[src/rtl/modbus_link_ctrl_pkg.sv]
// rtl/modbus_link_ctrl_pkg.sv - shared types and helpers for the Modbus RTU link sequencer
package modbus_link_ctrl_pkg;

  typedef enum logic [2:0] {
    LINK_IDLE_S,
    LINK_WAIT_T35_S,
    LINK_DE_LEAD_S,
    LINK_TX_S,
    LINK_DE_TAIL_S,
    LINK_RECOVER_S
  } link_fsm_t;

  localparam int CNT_W = 16;

  // statistics counters stick at all-ones instead of wrapping
  function automatic logic [CNT_W-1:0] sat_inc(input logic [CNT_W-1:0] v);
    return (v == {CNT_W{1'b1}}) ? v : v + 16'd1;
  endfunction

endpackage

[src/rtl/modbus_link_ctrl_if.sv]
// rtl/modbus_link_ctrl_if.sv - link sequencer signals between receive FSM, transmitter and transceiver
interface modbus_link_ctrl_if;
  import modbus_link_ctrl_pkg::*;

  logic             rxv;
  logic             resp_send;
  logic             ex_send;
  logic             tx_done;
  logic             tx_start;
  logic             tx_ex;
  logic             de;
  logic             fsm_rst;
  logic             busy;
  logic [CNT_W-1:0] ok_cnt;
  logic [CNT_W-1:0] ex_cnt;
  logic [CNT_W-1:0] wd_cnt;

  modport master (
    output rxv, resp_send, ex_send, tx_done,
    input  tx_start, tx_ex, de, fsm_rst, busy, ok_cnt, ex_cnt, wd_cnt
  );

  modport slave (
    input  rxv, resp_send, ex_send, tx_done,
    output tx_start, tx_ex, de, fsm_rst, busy, ok_cnt, ex_cnt, wd_cnt
  );

endinterface

[src/rtl/modbus_bit_timer.sv]
// rtl/modbus_bit_timer.sv - loadable tick down-counter shared by the lead, watchdog and tail phases
module modbus_bit_timer #(
  parameter int W = 8
) (
  input  logic         clk,
  input  logic         rst,
  input  logic         load,
  input  logic [W-1:0] load_val,
  output logic         done
);

  logic [W-1:0] cnt_q, cnt_d;

  // reload wins; otherwise count down and park at zero
  always_comb begin
    cnt_d = cnt_q;
    if (load) begin
      cnt_d = load_val;
    end else if (cnt_q != '0) begin
      cnt_d = cnt_q - W'(1);
    end
  end

  // count register
  always_ff @(posedge clk or negedge rst) begin
    if (!rst) begin
      cnt_q <= '0;
    end else begin
      cnt_q <= cnt_d;
    end
  end

  // a load of N ticks lets the owner change state on the Nth edge after the load
  assign done = (cnt_q == W'(1));

endmodule

[src/rtl/modbus_link_ctrl.sv]
// rtl/modbus_link_ctrl.sv - half-duplex RS-485 link sequencer for the Modbus RTU slave
import modbus_link_ctrl_pkg::*;

module modbus_link_ctrl #(
  parameter int PRESCALER    = 100,
  parameter int T35_BITS     = 39,
  parameter int DE_LEAD_BITS = 1,
  parameter int DE_TAIL_BITS = 1,
  parameter int WD_BITS      = 3000
) (
  input  logic                    clk,
  input  logic                    rst,
  modbus_link_ctrl_if.slave       lnk
);

  localparam int SIL_T  = T35_BITS * PRESCALER;
  localparam int SW     = $clog2(SIL_T + 1);
  localparam int LEAD_T = DE_LEAD_BITS * PRESCALER;
  localparam int TAIL_T = DE_TAIL_BITS * PRESCALER;
  localparam int WD_T   = WD_BITS * PRESCALER;
  localparam int TMAX0  = (LEAD_T > TAIL_T) ? LEAD_T : TAIL_T;
  localparam int TMAX   = (TMAX0 > WD_T) ? TMAX0 : WD_T;
  localparam int TW     = $clog2(TMAX + 1);
  localparam logic [SW-1:0] SIL_MAX = SW'(SIL_T);

  link_fsm_t        state_q, state_d;
  logic [SW-1:0]    sil_q, sil_d;
  logic             de_q, de_d;
  logic             tx_start_q, tx_start_d;
  logic             tx_ex_q, tx_ex_d;
  logic             fsm_rst_q, fsm_rst_d;
  logic             busy_q, busy_d;
  logic [CNT_W-1:0] ok_q, ok_d, ex_q, ex_d, wd_q, wd_d;
  logic             tmr_load, tmr_done, quiet;
  logic [TW-1:0]    tmr_val;

  assign quiet = (sil_q == SIL_MAX);

  modbus_bit_timer #(.W(TW)) u_bit_timer (
    .clk      (clk),
    .rst      (rst),
    .load     (tmr_load),
    .load_val (tmr_val),
    .done     (tmr_done)
  );

  // silence timer: any received byte (including our own echo) restarts it, it stops at saturation
  always_comb begin
    sil_d = sil_q;
    if (lnk.rxv) begin
      sil_d = '0;
    end else if (!quiet) begin
      sil_d = sil_q + SW'(1);
    end
  end

  // sequencer next state, phase timer loads and reply counters
  always_comb begin
    state_d  = state_q;
    tx_ex_d  = tx_ex_q;
    ok_d     = ok_q;
    ex_d     = ex_q;
    wd_d     = wd_q;
    tmr_load = 1'b0;
    tmr_val  = '0;
    case (state_q)
      LINK_IDLE_S: begin
        if (lnk.resp_send || lnk.ex_send) begin
          tx_ex_d = lnk.ex_send;
          state_d = LINK_WAIT_T35_S;
        end
      end
      LINK_WAIT_T35_S: begin
        if (quiet) begin
          state_d  = LINK_DE_LEAD_S;
          tmr_load = 1'b1;
          tmr_val  = TW'(LEAD_T);
        end
      end
      LINK_DE_LEAD_S: begin
        if (tmr_done) begin
          state_d  = LINK_TX_S;
          tmr_load = 1'b1;
          tmr_val  = TW'(WD_T);
        end
      end
      LINK_TX_S: begin
        // a completion in the same cycle as the watchdog expiry still counts as a reply
        if (lnk.tx_done) begin
          state_d  = LINK_DE_TAIL_S;
          tmr_load = 1'b1;
          tmr_val  = TW'(TAIL_T);
          if (tx_ex_q) begin
            ex_d = sat_inc(ex_q);
          end else begin
            ok_d = sat_inc(ok_q);
          end
        end else if (tmr_done) begin
          state_d = LINK_RECOVER_S;
          wd_d    = sat_inc(wd_q);
        end
      end
      LINK_DE_TAIL_S: begin
        if (tmr_done) begin
          state_d = LINK_RECOVER_S;
        end
      end
      LINK_RECOVER_S: state_d = LINK_IDLE_S;
      default:        state_d = LINK_IDLE_S;
    endcase
  end

  // outputs are registered, so derive them from the state being entered
  always_comb begin
    de_d       = (state_d == LINK_DE_LEAD_S) || (state_d == LINK_TX_S) || (state_d == LINK_DE_TAIL_S);
    tx_start_d = (state_q == LINK_DE_LEAD_S) && (state_d == LINK_TX_S);
    fsm_rst_d  = (state_d == LINK_RECOVER_S);
    busy_d     = (state_d != LINK_IDLE_S);
  end

  // state and output registers; reset holds the receive path in reset and releases the bus
  always_ff @(posedge clk or negedge rst) begin
    if (!rst) begin
      state_q    <= LINK_IDLE_S;
      sil_q      <= SIL_MAX;
      de_q       <= 1'b0;
      tx_start_q <= 1'b0;
      tx_ex_q    <= 1'b0;
      fsm_rst_q  <= 1'b1;
      busy_q     <= 1'b0;
      ok_q       <= '0;
      ex_q       <= '0;
      wd_q       <= '0;
    end else begin
      state_q    <= state_d;
      sil_q      <= sil_d;
      de_q       <= de_d;
      tx_start_q <= tx_start_d;
      tx_ex_q    <= tx_ex_d;
      fsm_rst_q  <= fsm_rst_d;
      busy_q     <= busy_d;
      ok_q       <= ok_d;
      ex_q       <= ex_d;
      wd_q       <= wd_d;
    end
  end

  assign lnk.de       = de_q;
  assign lnk.tx_start = tx_start_q;
  assign lnk.tx_ex    = tx_ex_q;
  assign lnk.fsm_rst  = fsm_rst_q;
  assign lnk.busy     = busy_q;
  assign lnk.ok_cnt   = ok_q;
  assign lnk.ex_cnt   = ex_q;
  assign lnk.wd_cnt   = wd_q;

endmodule
[src/flat_wrapper.sv]
// flat-port wrapper written by rule: the top's interface ports become plain ports
module modbus_link_ctrl_flat 
#(
  parameter int PRESCALER    = 100,
  parameter int T35_BITS     = 39,
  parameter int DE_LEAD_BITS = 1,
  parameter int DE_TAIL_BITS = 1,
  parameter int WD_BITS      = 3000
)
  (clk, rst, lnk_rxv, lnk_resp_send, lnk_ex_send, lnk_tx_done, lnk_tx_start, lnk_tx_ex, lnk_de, lnk_fsm_rst, lnk_busy, lnk_ok_cnt, lnk_ex_cnt, lnk_wd_cnt);
  modbus_link_ctrl_if lnk_i ();
  input  logic clk;
  input  logic rst;
  input wire logic [$bits(lnk_i.rxv)-1:0] lnk_rxv;
  input wire logic [$bits(lnk_i.resp_send)-1:0] lnk_resp_send;
  input wire logic [$bits(lnk_i.ex_send)-1:0] lnk_ex_send;
  input wire logic [$bits(lnk_i.tx_done)-1:0] lnk_tx_done;
  output wire logic [$bits(lnk_i.tx_start)-1:0] lnk_tx_start;
  output wire logic [$bits(lnk_i.tx_ex)-1:0] lnk_tx_ex;
  output wire logic [$bits(lnk_i.de)-1:0] lnk_de;
  output wire logic [$bits(lnk_i.fsm_rst)-1:0] lnk_fsm_rst;
  output wire logic [$bits(lnk_i.busy)-1:0] lnk_busy;
  output wire logic [$bits(lnk_i.ok_cnt)-1:0] lnk_ok_cnt;
  output wire logic [$bits(lnk_i.ex_cnt)-1:0] lnk_ex_cnt;
  output wire logic [$bits(lnk_i.wd_cnt)-1:0] lnk_wd_cnt;
  assign lnk_i.rxv = lnk_rxv;
  assign lnk_i.resp_send = lnk_resp_send;
  assign lnk_i.ex_send = lnk_ex_send;
  assign lnk_i.tx_done = lnk_tx_done;
  assign lnk_tx_start = lnk_i.tx_start;
  assign lnk_tx_ex = lnk_i.tx_ex;
  assign lnk_de = lnk_i.de;
  assign lnk_fsm_rst = lnk_i.fsm_rst;
  assign lnk_busy = lnk_i.busy;
  assign lnk_ok_cnt = lnk_i.ok_cnt;
  assign lnk_ex_cnt = lnk_i.ex_cnt;
  assign lnk_wd_cnt = lnk_i.wd_cnt;
  modbus_link_ctrl #(.PRESCALER(PRESCALER), .T35_BITS(T35_BITS), .DE_LEAD_BITS(DE_LEAD_BITS), .DE_TAIL_BITS(DE_TAIL_BITS), .WD_BITS(WD_BITS)) u_core (.clk(clk), .rst(rst), .lnk(lnk_i));
endmodule
[config.mk]
export PLATFORM = sky130hd
export DESIGN_NAME = modbus_link_ctrl_flat
export DESIGN_NICKNAME = d
export VERILOG_FILES = /design/src/rtl/modbus_link_ctrl_pkg.sv /design/src/rtl/modbus_link_ctrl_if.sv /design/src/rtl/modbus_bit_timer.sv /design/src/rtl/modbus_link_ctrl.sv /design/src/flat_wrapper.sv
export SDC_FILE = /design/constraint.sdc
export NUM_CORES = 1
export LEC_CHECK = 0
export BUFFER_PORTS_ARGS = -buffer_cell sky130_fd_sc_hd__buf_4
export CORE_AREA = 2 2 98 100
export CTS_CLUSTER_SIZE = 20
export DETAILED_ROUTE_END_ITERATION = 8
export DIE_AREA = 0 0 100 102
export GPL_TIMING_DRIVEN = 0
export PLACE_DENSITY = 0.75
export SYNTH_ARGS = -nofsm -noshare
export SYNTH_HDL_FRONTEND = slang
export SYNTH_SLANG_ARGS = --single-unit
[constraint.sdc]
create_clock -name clk -period 3.4 [get_ports clk]
set_clock_uncertainty 0.05 [all_clocks]
set_input_delay 0.68 -clock clk [delete_from_list [all_inputs] [get_ports clk]]
set_output_delay 0.68 -clock clk [all_outputs]
set_load 0.05 [all_outputs]
Word-level counts from Yosys, hierarchy flattened
Cells that the tools add are included.

storage, ports and cells
  output and inout port bits = 53
  register bits after elaboration = 87
  memories = 0
  memory bits (read-only) = 0
  bits in latches = 0
  word-level logic and storage cells = 65
  memory bits (writable) = 0

operators by class
  eq/ne operators = 14
  multipliers = 0
  bitwise gates (word level) = 5
  $add $sub $neg = 5
  mux-type cells = 18
  $lt $le $gt $ge = 0
  reduce and logical (&&, ||, !) cells = 12
  divide/modulo/power cells = 0
  shifts and indexed selects = 0

operators with widths
  cell                     count
  $mux W19                 3
  $pmux W19 S3             1
  $add A16 B1 Y16 const B  3
  $eq A16 B16 Y1 const B   3
  $mux W12                 2
  $eq A19 B1 Y1 const B    1
  $reduce_bool A19 Y1      1
  $sub A19 B1 Y19 const B  1
  $mux W3                  5
  $pmux W3 S5              1
  $mux W7                  2
  $add A12 B1 Y12 const B  1
  $eq A12 B12 Y1 const B   1
  $eq A3 B2 Y1 const B     4
  $reduce_and A4 Y1        3
  $eq A3 B3 Y1 const B     3
  $not A1 Y1               5
  $eq A3 B1 Y1 const B     1
  $logic_not A3 Y1         1
  $logic_or A1 B1 Y1       3
  $mux W1                  3
  $pmux W1 S3              1
  $reduce_bool A3 Y1       1
  $ne A2 B2 Y1 const B     1
  3 further kinds          3

Longest topological paths before layout
Gate-level depths: netlist (run 1).

  word-level depth = 7
  gate-level depth with buffers = 8
  gate-level depth less buffers = 7

Cells and area by module
From an unflattened synthesis (run 1), not the netlist that was laid out.

unflattened totals
  cell total of the unflattened synthesis = 442
  area, all modules = 4459.3 um^2

by module, submodules not included
  module            cells each  area an instance (um^2)  times used  sequential area each (um^2)
  modbus_link_ctrl  322         3330.7                   1           1712.9
  modbus_bit_timer  120         1128.6                   1           475.5

Worst setup path after synthesis (run 1)
Ideal clock, no wire load.

  kind = register to register
  from = register u_core.ex_q[3], in the netlist u_core.lnk.ex_cnt[3]
  to = register u_core.ex_q[15], in the netlist u_core.lnk.ex_cnt[15]
  data arrival time = 1.970 ns
  cell stages (with the launch flop) = 6
  data required time = 3.208 ns
  clock period less this slack = 2.161 ns
  library setup time = 0.142 ns
  setup slack = 1.239 ns
  cells stage by stage = dfrtp_1 nand3_1 or4b_1 nor3b_1 nand4_1 xnor2_1

on the way
  cells in the longest elaborated chain, start to end = 3
  elaborated cells on any way between the ends = 4

ends and longest elaborated chain
  what                                                                     RTL line                 source
  from (decl)                                                              modbus_link_ctrl.sv:33   logic [CNT_W-1:0] ok_q, ok_d, ex_q, ex_d, wd_q, wd_d;
  from (signal assigned)                                                   modbus_link_ctrl.sv:132  ex_q <= '0;
  from (signal assigned)                                                   modbus_link_ctrl.sv:143  ex_q <= ex_d;
  parallel branches: the longest is 3 deep, another holds $add A16 B1 Y16  n/a

Several ways; the timed one is not identified.
A chain may end at the register's enable or synchronous reset.

Final worst setup path (run 1)
  from = register u_core.u_bit_timer.cnt_q[12]
  to = register u_core.u_bit_timer.cnt_q[15]

on the way
  cells in the longest elaborated chain, start to end = 4
  elaborated cells on any way between the ends = 10

ends and longest elaborated chain
  what                                                                     RTL line                source
  from (decl)                                                              modbus_bit_timer.sv:12  logic [W-1:0] cnt_q, cnt_d;
  from (signal assigned)                                                   modbus_bit_timer.sv:29  cnt_q <= cnt_d;
  parallel branches: the longest is 4 deep, another holds $sub A19 B1 Y19  n/a

Several ways; the timed one is not identified. The select of a mux whose other input is x is not followed.

==> results of run 1 <==
==> flip-flops by register name, indices dropped and copies added (netlist names), 3 cells and up <==
name                      cells
u_core.lnk.wd_cnt            16
u_core.sil_q                 12
u_core.lnk.ex_cnt            16
u_core.u_bit_timer.cnt_q     19
u_core.state_q                3
u_core.lnk.ok_cnt            16
==> Yosys cell counts, types with 9 or more instances <==
cell type,number
nor3_1,20
xor2_1,19
o21ai_0,10
a21oi_1,12
nand4_1,21
dfrtp_1,78
inv_1,12
nor2_1,39
xnor2_1,47
nand3_1,30
dfstp_2,9
nand2_1,31
and3_1,13
==> power by group through the flow <==
stage,clock network (W),logic (W),registers [W]
after global routing,0.000740,0.0000584,0.00105
final,0.000687,0.0000508,0.00105
after detailed placement,0,0.0000528,0.00107
after CTS,0.000704,0.0000528,0.00105
after floorplan,0,0.0000129,0.00107
after global placement,0,0.0000525,0.00107
==> metal layers <==
| layer | track usage | up-vias |
|---|---|---|
| met5 | 0 | - |
| met4 | 0.0643 | 0 |
| met3 | 0.0294 | 10 |
| met2 | 0.284 | 69 |
| met1 | 0.241 | 1623 |
| li1 | - | 1651 |
==> worst paths after layout <==
| check | startpoint | endpoint | slack (ns) |
|---|---|---|---|
| worst max-delay path | u_core.u_bit_timer.cnt_q[12] | u_core.u_bit_timer.cnt_q[15] | 1.12 |
| worst min-delay path | lnk_rxv | u_core.sil_q[3] | 0.40 |
| worst max register to register | u_core.u_bit_timer.cnt_q[12] | u_core.u_bit_timer.cnt_q[15] | 1.12 |
| worst min register to register | u_core.lnk.ok_cnt[13] | u_core.lnk.ok_cnt[13] | 0.45 |
| max in group asynchronous | rst | u_core.u_bit_timer.cnt_q[13] | 2.16 |
| min in group asynchronous | rst | u_core.sil_q[7] | 0.45 |
==> stage by stage <==
stage | hold WS, ns | utilization | power [W]
6_report | 0.401 | 0.567 | 0.00178
5_1_grt | 0.393 | 0.567 | 0.00184
4_1_cts | 0.388 | 0.567 | 0.00180
3_5_place_dp | 0.440 | 0.546 | 0.00112
3_3_place_gp | 0.430 | 0.546 | 0.00112
2_1_floorplan | 0.334 | - | 0.00108
==> placed cells by master (no fill, tap or decap), types with 9 or more instances in the layout <==
cell and instances:
dfrtp_1 78, dfstp_2 9, and3_1 13, xor2_1 19, clkbuf_8 9, xnor2_1 47, inv_1 12, buf_4 59
nor3_1 20, nor2_1 39, nand4_1 21, o21ai_0 10, nand2_1 31, nand3_1 30, a21oi_1 12
==> layout make-up <==
class | count | area share
clock buffer | 9 | 0.0240
tap | 111 | 0.0269
clock inverter | 7 | 0.0121
timing repair buffer | 58 | 0.0843
multi-input combinational | 318 | 0.409
inverter | 12 | 0.00873
buffer | 10 | 0.0107
sequential | 87 | 0.424
==> worst max-delay path, cell delays in order, from the launching register on <==
cell,delay (ns)
dfrtp_1,0.42
nor3_1,0.44
nand4_1,0.45
or2_2,0.45
nand2_1,0.19
o21ai_0,0.14
==> logic make-up (layout without fill, tap and decap cells) <==
group                    count (synthesis)  after routing
AND/OR/NAND/NOR                        205            205
flip-flops                              87             87
XOR/XNOR                                66             66
AO/OA/AOI/OAI                           32             32
buffers and inverters                   22             96
adder cells (fa/ha/maj)                  8              8
multiplexers                             7              7
==> results.py, run 1 <==
metrics = {
    "synthesis": {
        "synth_area_sq_um": 4400,
        "synth.area.mux_share": 0.0173,
        "yosys_warnings": 0,
        "synth_top_area_cell": "dfrtp_1",
        "synth_top_area_frac": 0.443,
        "synth_edf_count": 0,
        "synth_cells": 427,
        "ys_ff_latch": 87,
        "ys_async_sr_fraction": 1.00,
        "synth_top_family_by_area": "simple AND/OR/NAND/NOR gates",
        "yosys-top-cells-area": "dfrtp_1 (44%), xnor2_1 (9.4%), dfstp_2 (5.4%), xor2_1 (3.8%), nand3_1 (3.4%)",
        "synth-xor-area-share": 0.131,
        "synth_compound_area_frac": 0.0475,
        "synth.distinct_cells": 52,
        "synthSimpleGateAreaFrac": 0.261,
        "ys_seq_area_frac": 0.497,
        "synthAdderAreaFrac": 0.0227,
        "synth_ff_type": "dfrtp_1",
        "synth_fp_nets": 441,
        "postSynthAreaPerCell_sq_um": 10.3,
    },
    "detailed_routing": {
        "detail_route.wirelength_um": 8840,
        "vias": 3353,
        "first_iter_violations": 172,
        "dr_wl_met3_um": 320,
        "wire_per_inst_um": 14.4,
        "viasPerCell": 5.48,
        "drtPass1Iterations": 5,
        "ant_nets": 0,
        "drc": 0,
        "met1_length_um": 4100,
        "top_layer_used": "met4",
        "met2_length_um": 4280,
    },
    "die": {
        "io_pins": 59,
        "die_h_um": 102,
        "start_util": 0.483,
        "die_area_sq_um": 10200,
        "core_area_sq_um": 9110,
        "rows": 35,
        "die_w_um": 100,
    },
    "power": {
        "power.density_nw_per_um2": 346,
        "comb_power_share": 0.028,
        "p_int_w": 0.00133,
        "power.leakage_nw": 2.28,
        "clkPwrFrac": 0.385,
        "p_seq_frac": 0.586,
        "power.switching_w": 0.000449,
        "switching_share": 0.252,
        "vdd_drop_max_mv": 0.282,
    },
    "worst_hold_path": {
        "min_path_type": "in2reg",
        "hold_depth": 2,
    },
    "job": {
        "maxCapViolations": 0,
    },
    "layout": {
        "drive_above_1_share": 0.208,
        "multiInputGateArea_sq_um": 2110,
        "register_area_sq_um": 2190,
        "stdcell_count": 612,
        "fillers": 809,
        "nNetsFinal": 510,
        "synthToLayoutAreaGrowth_pct": 17.3,
        "diodes": 0,
        "stdcell_area_sq_um": 5160,
    },
    "clock_tree": {
        "ctsResizeCount": 0,
        "cts-buffers-inserted": 9,
        "cts_tree": "done",
        "ctsHoldBuffers": 0,
        "insertion_delay_ns": 0.36,
        "post-cts-setup-buffer-count": 0,
        "path_clk_slew_ns": 0.09,
        "cts.root.buffer_cell": "clkbuf_8",
        "cts_max_path_buffers": 2,
        "htreeDepth": 3,
        "cts_sinks": 87,
    },
    "placement": {
        "place_congestion": 0.887,
        "numPlacedInstances": 596,
        "hpwlAfterDp_um": 6430,
        "port_buffers": 58,
        "dpl_cell_area_sq_um": 4980,
        "place_ws_ns": 1.12,
    },
    "worst_setup_path": {
        "arrival_ns": 2.45,
        "cp-end-kind": "flop",
        "cp_data_required_time_ns": 3.57,
        "rr_worst_depth": 5,
        "path_max_fanout": 10,
        "critical_path_class": "reg2reg",
        "startpoint_type": "flop",
    },
    "global_route": {
        "grt_util_all_layers": 0.176,
        "antenna_found_initial": 0,
        "grt_pass1_wl_um": 14500,
        "gr-total-overflow": 0,
        "grt_pass1_vias": 3024,
        "grt_max_degree": 88,
    },
    "timing": {
        "setup_slack_ns": 1.12,
        "worst_pin_slew_ns": 1.06,
        "hold_viol": 0,
        "period_minus_slack_ns": 2.28,
        "fmax_mhz": 439,
        "rsz0062_at_grt": "no",
        "fin_crit_sh": 0.670,
        "slew-limit-headroom": 0.291,
        "fin_tns_setup_ns": 0,
        "final-setup-viol-count": 0,
        "slew_viol_final": 0,
    },
    "run_status": {
        "outcome": "finished clean",
    },
}
Note: power is estimated with default switching activity, not from simulation.
==> run 2, diff against run 1 <==
--- a/config.mk
+++ b/config.mk
@@ -11,7 +11,7 @@
 export DETAILED_ROUTE_END_ITERATION = 8
 export DIE_AREA = 0 0 100 102
 export GPL_TIMING_DRIVEN = 0
-export PLACE_DENSITY = 0.75
+export PLACE_DENSITY = 0.77
 export SYNTH_ARGS = -nofsm -noshare
 export SYNTH_HDL_FRONTEND = slang
 export SYNTH_SLANG_ARGS = --single-unit
==> constraint.sdc (replaced) <==
create_clock -name clk -period 2 [get_ports clk]
set_clock_uncertainty 0.05 [all_clocks]
set_input_delay 0.4 -clock clk [delete_from_list [all_inputs] [get_ports clk]]
set_output_delay 0.4 -clock clk [all_outputs]
set_load 0.05 [all_outputs]
==> run 2 against run 1 <==
Sequential share of layout area decreased by 2.0 points; critical path depth increased by 1; cell area increased by 6.5%; cell count increased by 2.0%; global-route usage increased by 1.7 points; critical path type unchanged; sequential power increased by 70%; register-to-register slack got worse by 1.1 ns.
==> results.py, run 2 (same netlist as run 1, synthesis figures left out) <==
metrics = {
    "run_status": {
        "outcome": "finished clean",
    },
    "detailed_routing": {
        "viasPerCell": 5.60,
        "vias": 3495,
        "first_iter_violations": 183,
        "detail_route.wirelength_um": 9440,
        "drc": 0,
        "wire_per_inst_um": 15.1,
        "ant_nets": 0,
        "drtPass1Iterations": 4,
    },
    "clock_tree": {
        "path_clk_slew_ns": 0.09,
        "htreeDepth": 3,
        "insertion_delay_ns": 0.35,
        "ctsHoldBuffers": 0,
        "cts_sinks": 87,
        "cts_max_path_buffers": 2,
        "cts_tree": "done",
        "cts.root.buffer_cell": "clkbuf_8",
        "cts-buffers-inserted": 9,
    },
    "worst_setup_path": {
        "path_max_fanout": 9,
        "cp-end-kind": "flop",
        "slowest_stage": "dfrtp_1",
        "rr_worst_depth": 6,
        "crit_family": "simple AND/OR/NAND/NOR gates",
        "arrival_ns": 2.19,
        "startpoint_type": "flop",
        "r2r_start": "u_core.u_bit_timer.cnt_q[12]",
        "cp_data_required_time_ns": 2.20,
        "path_cells": "nor3_4 > nand4_1 > nor3_2 > buf_4 > nand2_1 > mux2_2",
        "rr_endpoint": "u_core.lnk.wd_cnt[1]",
        "critical_path_class": "reg2reg",
        "r2r_setup_slack_ns": 0.005,
        "critPathLaunch": "u_core.u_bit_timer.cnt_q[12]",
        "slowest_delay_ns": 0.45,
        "path_buf_inv": 1,
    },
    "die": {
        "core_area_sq_um": 9110,
        "die_h_um": 102,
        "io_pins": 59,
        "die_w_um": 100,
        "start_util": 0.483,
        "rows": 35,
        "die_area_sq_um": 10200,
    },
    "timing": {
        "slew_viol_final": 0,
        "hold_viol": 0,
        "period_minus_slack_ns": 2.00,
        "worst_pin_slew_ns": 1.05,
        "fin_tns_setup_ns": 0,
        "fmax_mhz": 501,
        "slew-limit-headroom": 0.300,
        "final-setup-viol-count": 0,
        "fin_crit_sh": 0.998,
        "rsz0062_at_grt": "yes",
    },
    "worst_hold_path": {
        "holdPathEnd": "u_core.sil_q[3]",
        "hold_start": "lnk_rxv",
        "min_path_type": "in2reg",
        "hold_depth": 2,
    },
    "power": {
        "power.leakage_nw": 2.37,
        "power.density_nw_per_um2": 600,
        "vdd_drop_max_mv": 0.269,
        "p_total_w": 0.00330,
    },
    "global_route": {
        "grt_pass1_vias": 3465,
        "grt_pass1_wl_um": 15700,
        "antenna_found_initial": 0,
        "grt_util_all_layers": 0.192,
        "gr-total-overflow": 0,
        "grt_max_degree": 88,
    },
    "layout": {
        "diodes": 0,
        "largest_reg_flops": 19,
        "stdcell_count": 624,
        "utilization": 0.604,
        "synthToLayoutAreaGrowth_pct": 24.9,
        "final_common_cell": "buf_4",
        "drive_above_1_share": 0.316,
        "final_cell_mix": "buf_4 (73), dfrtp_1 (51), xnor2_1 (47), nor2_1 (37), nand3_1 (30)",
        "largest_register": "u_core.u_bit_timer.cnt_q",
        "nNetsFinal": 522,
        "fillers": 755,
    },
    "placement": {
        "hpwlAfterDp_um": 6480,
        "place_congestion": 0.855,
        "port_buffers": 58,
        "numPlacedInstances": 596,
    },
    "job": {
        "maxCapViolations": 0,
    },
}
==> run 2: cell count changes in the layout (fill, tap and decap cells not counted), sizes merged <==
cell      delta
buf         +12
clkinv       +2
inv          -5
bufinv       +3
clkinvlp     -1
clkbuf       +1
==> run 2: area by class of cell <==
type | count | area, sq um | area share
multi-input cells | 318 | 2250 | 0.410
flip-flops and latches | 87 | 2220 | 0.404
repair buffers | 71 | 533 | 0.0970
well taps | 111 | 139 | 0.0253
clock buffers | 10 | 128 | 0.0232
clock inverters | 6 | 109 | 0.0198
plain buffers | 9 | 68.8 | 0.0125
inverters | 12 | 45.0 | 0.00819
==> run 2: where the power goes <==
group          internal, W  total [W]  switching (W)
Combinational    0.0000217  0.0000903      0.0000686
Clock             0.000828    0.00143       0.000602
Sequential         0.00177    0.00178      0.0000109
Total              0.00262    0.00330       0.000682
==> run 2: per-stage QoR <==
| stage | setup slack [ns] | instance area [sq um] | hold slack, ns |
|---|---|---|---|
| after floorplan | 0.00311 | 4430 | 0.0544 |
| after global placement | -0.249 | 5000 | 0.416 |
| after detailed placement | -0.262 | 5000 | 0.428 |
| after CTS | 0.00360 | 5320 | 0.121 |
| after global routing | -0.0333 | 5500 | 0.127 |
| final | 0.00480 | 5500 | 0.132 |
==> run 2: routing by layer <==
| metal | track usage | vias up | part of all wire |
|---|---|---|---|
| li1 | - | 1665 | - |
| met1 | 0.241 | 1736 | 0.44 |
| met2 | 0.323 | 78 | 0.51 |
| met3 | 0.0363 | 16 | 0.036 |
| met4 | 0.0917 | 0 | 0.019 |
| met5 | 0 | - | 0 |
==> run 2: timing repair <==
item,CTS,global route
cloned,0,0
buffers inserted,4,9
pin swaps,3,14
setup endpoints to repair,38,41
gates resized for setup,12,29
==> run 2: worst register-to-register path, cell delays in order, from the launching register on <==
cell     delay [ns]
dfrtp_1        0.45
nor3_4         0.29
nand4_1        0.22
nor3_2         0.27
buf_4          0.21
nand2_1        0.11
mux2_2         0.29
==> run 2: how the worst max path moves through the flow <==
stage | endpoint | depth (start not counted) | slack, ns
final | u_core.lnk.wd_cnt[1] | 6 | 0.005
after global routing | u_core.lnk.wd_cnt[15] | 6 | -0.03
after global placement | u_core.u_bit_timer.cnt_q[15] | 7 | -0.25
after CTS | u_core.lnk.wd_cnt[1] | 6 | 0.004
after detailed placement | u_core.u_bit_timer.cnt_q[15] | 5 | -0.26
after floorplan | u_core.lnk.wd_cnt[1] | 6 | 0.003
